## src/rtl/oht2bin_pipe.sv

```systemverilog
// oht2bin_pipe: pipelined one-hot to binary index encoder built as a SPLIT-ary
// reduction tree with valid/ready stream handshakes on both sides.
//   clk, rst        clock, synchronous active-high reset
//   s_valid/s_ready input handshake; s_oht is the (expected) one-hot vector
//   m_valid/m_ready output handshake
//   m_bin           index of the DIRECTION-priority set bit (0 when none set)
//   m_zero          input had no bit set
//   m_err           input had more than one bit set
module oht2bin_pipe #(
  parameter int unsigned WIDTH      = 32,
  parameter int unsigned SPLIT      = 2,
  parameter string       DIRECTION  = "LSB",
  parameter int unsigned REG_LEVELS = 1,
  localparam int unsigned BW = ($clog2(WIDTH) > 1) ? $clog2(WIDTH) : 1
) (
  input  logic             clk,
  input  logic             rst,
  input  logic             s_valid,
  output logic             s_ready,
  input  logic [WIDTH-1:0] s_oht,
  output logic             m_valid,
  input  logic             m_ready,
  output logic [BW-1:0]    m_bin,
  output logic             m_zero,
  output logic             m_err
);

  function automatic int unsigned ipow(input int unsigned b, input int unsigned e);
    int unsigned p;
    p = 1;
    for (int unsigned i = 0; i < e; i++) p = p * b;
    return p;
  endfunction

  function automatic int unsigned calc_levels(input int unsigned w, input int unsigned s);
    int unsigned p;
    int unsigned n;
    p = 1;
    n = 0;
    while (p < w) begin
      p = p * s;
      n = n + 1;
    end
    return n;
  endfunction

  localparam int unsigned LEVELS    = calc_levels(WIDTH, SPLIT);
  localparam bit          MSB_FIRST = (DIRECTION == "MSB");

  // One generate iteration per tree level; level 0 consumes raw input bits,
  // treated as child triples {any=bit, err=0, idx=0}.
  for (genvar l = 0; l < LEVELS; l++) begin : g_lvl
    localparam int unsigned LV     = l;
    localparam int unsigned WT     = ipow(SPLIT, LV);
    localparam int unsigned NIN    = WIDTH / WT;
    localparam int unsigned NOUT   = NIN / SPLIT;
    localparam bit          IS_REG = (((LV + 1) % REG_LEVELS) == 0) || (LV == LEVELS - 1);

    logic             in_vld;
    logic             in_rdy;
    logic             out_vld;
    logic             out_rdy;
    logic [NIN-1:0]   c_any;
    logic [NIN-1:0]   c_err;
    logic [BW-1:0]    c_idx [NIN];
    logic [NOUT-1:0]  n_any;
    logic [NOUT-1:0]  n_err;
    logic [BW-1:0]    n_idx [NOUT];
    logic [NOUT-1:0]  o_any;
    logic [NOUT-1:0]  o_err;
    logic [BW-1:0]    o_idx [NOUT];

    // Child triples: raw bits at the leaves, previous level otherwise
    if (l == 0) begin : g_src
      assign in_vld = s_valid;
      assign c_any  = s_oht;
      assign c_err  = '0;
      always_comb begin
        for (int i = 0; i < NIN; i++) c_idx[i] = '0;
      end
    end else begin : g_src
      assign in_vld = g_lvl[l-1].out_vld;
      assign c_any  = g_lvl[l-1].o_any;
      assign c_err  = g_lvl[l-1].o_err;
      assign c_idx  = g_lvl[l-1].o_idx;
    end

    // Ready comes from the next level, or from the sink at the root
    if (l == LEVELS - 1) begin : g_rdy
      assign out_rdy = m_ready;
    end else begin : g_rdy
      assign out_rdy = g_lvl[l+1].in_rdy;
    end

    // Node combine; idx is built arithmetically (sel * SPLIT^l + child idx)
    // so that non-power-of-two SPLIT still yields a plain binary index.
    always_comb begin
      n_any = '0;
      n_err = '0;
      for (int n = 0; n < NOUT; n++) n_idx[n] = '0;
      for (int n = 0; n < NOUT; n++) begin
        for (int j = 0; j < SPLIT; j++) begin
          if (c_err[n*SPLIT + j]) n_err[n] = 1'b1;
          if (c_any[n*SPLIT + j]) begin
            if (n_any[n]) n_err[n] = 1'b1;
            if (!n_any[n] || MSB_FIRST) n_idx[n] = BW'(j * WT) + c_idx[n*SPLIT + j];
            n_any[n] = 1'b1;
          end
        end
      end
    end

    if (IS_REG) begin : g_stage
      logic            vq;
      logic [NOUT-1:0] r_any;
      logic [NOUT-1:0] r_err;
      logic [BW-1:0]   r_idx [NOUT];

      // Stage register: loads when empty or when downstream takes its item
      always_ff @(posedge clk) begin
        if (rst) begin
          vq    <= 1'b0;
          r_any <= '0;
          r_err <= '0;
          for (int i = 0; i < NOUT; i++) r_idx[i] <= '0;
        end else if (in_rdy) begin
          vq <= in_vld;
          if (in_vld) begin
            r_any <= n_any;
            r_err <= n_err;
            r_idx <= n_idx;
          end
        end
      end

      assign in_rdy  = !vq || out_rdy;
      assign out_vld = vq;
      assign o_any   = r_any;
      assign o_err   = r_err;
      assign o_idx   = r_idx;
    end else begin : g_stage
      assign in_rdy  = out_rdy;
      assign out_vld = in_vld;
      assign o_any   = n_any;
      assign o_err   = n_err;
      assign o_idx   = n_idx;
    end
  end

  assign s_ready = g_lvl[0].in_rdy && !rst;
  assign m_valid = g_lvl[LEVELS-1].out_vld;
  assign m_bin   = g_lvl[LEVELS-1].o_idx[0];
  // Gated by valid so the cleared pipeline reports m_zero=0
  assign m_zero  = m_valid && !g_lvl[LEVELS-1].o_any[0];
  assign m_err   = g_lvl[LEVELS-1].o_err[0];

endmodule

```

## config.mk

```make
export PLATFORM = sky130hd
export DESIGN_NAME = oht2bin_pipe
export DESIGN_NICKNAME = d
export VERILOG_FILES = /design/src/rtl/oht2bin_pipe.sv
export SDC_FILE = /design/constraint.sdc
export NUM_CORES = 1
export LEC_CHECK = 0
export CAP_MARGIN = 30
export CORE_UTILIZATION = 58
export DETAILED_ROUTE_END_ITERATION = 16
export GPL_ROUTABILITY_DRIVEN = 0
export PLACE_DENSITY = 0.79
export SETUP_SLACK_MARGIN = 0.4
export SYNTH_ARGS = -nofsm -noshare
export SYNTH_HDL_FRONTEND = slang
export SYNTH_SLANG_ARGS = --single-unit
export TNS_END_PERCENT = 100
```

## constraint.sdc

```tcl
create_clock -name clk -period 2.15 [get_ports clk]
set_input_delay 0.215 -clock clk [delete_from_list [all_inputs] [get_ports clk]]
set_output_delay 0.215 -clock clk [all_outputs]
set_load 0.01 [all_outputs]
```

==> flow_summary.toml <==
[status]
status = "finished, final reports clean"

[floorplan]
fp.dieH_um = 99.5
rows = 35
core_area_um2 = 9240
die_area_um2 = 9890
ios = 45
die_x_um = 99.5
initial_core_util = 0.596

[critical_path]
cpPeakStageDelay_ps = 540
cp-end-kind = "flip-flop"
critical_path.max_fanout = 13
arrival_ps = 2160
worstPathRequired_ps = 2610
worstPathCellList = "clkinvlp_2, o311ai_0, o211a_1"
cpMaxStageDelayCell = "o311ai_0"
setup.worst_path.class = "reg -> reg"
worstSetupStartpointType = "flip-flop"
reg2regPathDepth = 3

[grt]
grtUsageTotal = 0.282
grt_max_degree = 49
first_global_vias = 4654
grt_first_pass_wirelength_um = 22200
antenna_found_initial = 0
overflow = 0

[clock_network]
cts_hold_buffers = 0
clkLatencyLatePin_ps = 520
cts.path.max_buffers = 2
htreeDepth = 4
cts_made_buffers = 17
numClockSinks = 124
root_buffer = "clkbuf_8"
cts_tree = "built"
clkSlewWorstSetupHoldPaths_ps = 60

[finish]
drive_gt1_frac = 0.124
fill_cells = 657
antenna_cells = 0
syn_to_final_growth_pct = 22.6
multiInputGateArea_um2 = 2710
nets = 685
finalInstanceArea_um2 = 6750
seq_area_um2 = 2490

[sta]
rsz0062_at_grt = "no"
finalClockSkew_ps = 7.76
final_max_slew_viol_count = 0
setup_ws_ps = 448
slew_headroom = 0.542
finalCriticalPeriod_ps = 1700
tns_ps = 0
worst_hold_slack_ps = 178
hold_viol = 0
period_share = 0.792
setup_viol = 0
tightest_slew_ps = 687
fmax_mhz = 588

[synth]
ys.flop_type = "dfxtp_1"
synth.ff_latch_count = 124
synth.most_common_cell = "dfxtp_1"
ys_seq_area_frac = 0.451
synthesis.area_um2 = 5510
synth_common_cells = "dfxtp_1, nand2_1, a21oi_1"
synth_top_area_cell = "dfxtp_1"
synthArstFlopShare = 0
yosys_warnings = 0
synth_top_area_frac = 0.451
syn_inst = 610
synthTopCellsByArea = "dfxtp_1, mux2i_1, nand3b_1, a21oi_1, nand2_1"
yosysUniqueCellTypes = 33
postSynthAreaPerCell_um2 = 9.03
synth_edf_count = 0
syn_nets = 646

[routing]
vias = 4854
finalWirelength_um = 13500
dr.pass1.iters = 5
drc = 0
vias_per_cell = 6.14
ant_nets = 0
drt_iter0_drc = 265
wl_per_cell_um = 17.0

[hold_path]
worst_hold_path_type = "in -> reg"
holdPathStages = 2

[placed_design]
place_hpwl_um = 8620
postPlaceCellArea_um2 = 6090
io_buffers = 44
dp_slack_ps = -25.0

[run]
drv_cap = 0

[power_and_ir_drop]
power.density_nw_per_um2 = 876
leakage_nw = 2.59
peakVddDrop_mv = 0.464
## metal layers
metal / track usage / wire (um) / part of all wire
met5: 0 / 0 / 0
met4: 0.126 / 191 / 0.014
met3: 0.0583 / 717 / 0.053
met2: 0.466 / 6690 / 0.50
met1: 0.357 / 5870 / 0.44
## placed cells by master (no fill, tap or decap), types with 9 or more instances in the layout
cell | synthesis | routed
inv_1 | 28 | 27
a21oi_1 | 51 | 51
a211oi_1 | 21 | 21
nand3b_1 | 35 | 35
nor2b_1 | 10 | 9
nand2_1 | 67 | 67
nand3_1 | 33 | 33
clkdlybuf4s50_1 | 0 | 41
dfxtp_1 | 124 | 119
nor2_1 | 36 | 35
mux2i_1 | 40 | 40
o311ai_0 | 16 | 16
buf_4 | 4 | 21
o211a_1 | 24 | 24
clkbuf_16 | 0 | 16
a311oi_1 | 18 | 18
## path summary, 6_finish.rpt
kind | endpoint | from | slack, ps
setup / recovery | g_lvl[0].g_stage.r_any[7] | g_lvl[0].g_stage.vq | 450
hold / removal | g_lvl[0].g_stage.vq | rst | 180
setup reg to reg | g_lvl[0].g_stage.r_any[7] | g_lvl[0].g_stage.vq | 450
hold reg to reg | g_lvl[0].g_stage.r_err[10] | g_lvl[0].g_stage.r_err[10] | 460
## power by group
group	switching, mW	internal, mW
clock network	1.07	1.88
logic	0.237	0.228
registers	0.101	2.40
## sequential cells by signal, summed over array words and instances (netlist names)
register,cells
m_valid,1
g_lvl.g_stage.r_err,30
g_lvl.g_stage.vq,4
m_bin,5
g_lvl.g_stage.r_idx,52
m_err,1
g_lvl.g_stage.r_any,31
## area by class of cell
class / count / share of cell area
clock buffer: 17 / 0.0613
clock inverter: 15 / 0.0295
inverter: 29 / 0.0167
multi-input combinational: 407 / 0.402
sequential: 124 / 0.369
tap: 129 / 0.0239
timing repair buffer: 69 / 0.0975
timing repair inverter: 1 / 0.000741
## metrics by stage
step           utilization  cells  power [mW]
2_1_floorplan            -    610        2.81
3_3_place_gp         0.659    755        2.97
3_5_place_dp         0.659    755        3.00
4_1_cts              0.727    787        5.91
5_1_grt              0.731    791        6.10
6_report             0.731    791        5.91
## timing repair
action,4_1_cts,5_1_grt
setup endpoints to repair,18,52
pin swaps,1,0
gates cloned,0,1
setup buffers,0,3
gates resized for setup,9,8
## critical path: cells and delay by family (launching register included)
family          cells  cell delay [ps]
compound gates      2              760
buf+inv             1              480
flops               1              400
## kinds of logic after synthesis
| logic type | after synthesis | share of synthesized area |
|---|---|---|
| mux | 48 | 0.0891 |
| compound gates | 166 | 0.222 |
| flops | 124 | 0.451 |
| simple gates | 193 | 0.178 |
| buf+inv | 79 | 0.0602 |
No activity file was read; power rests on OpenSTA's default activity.
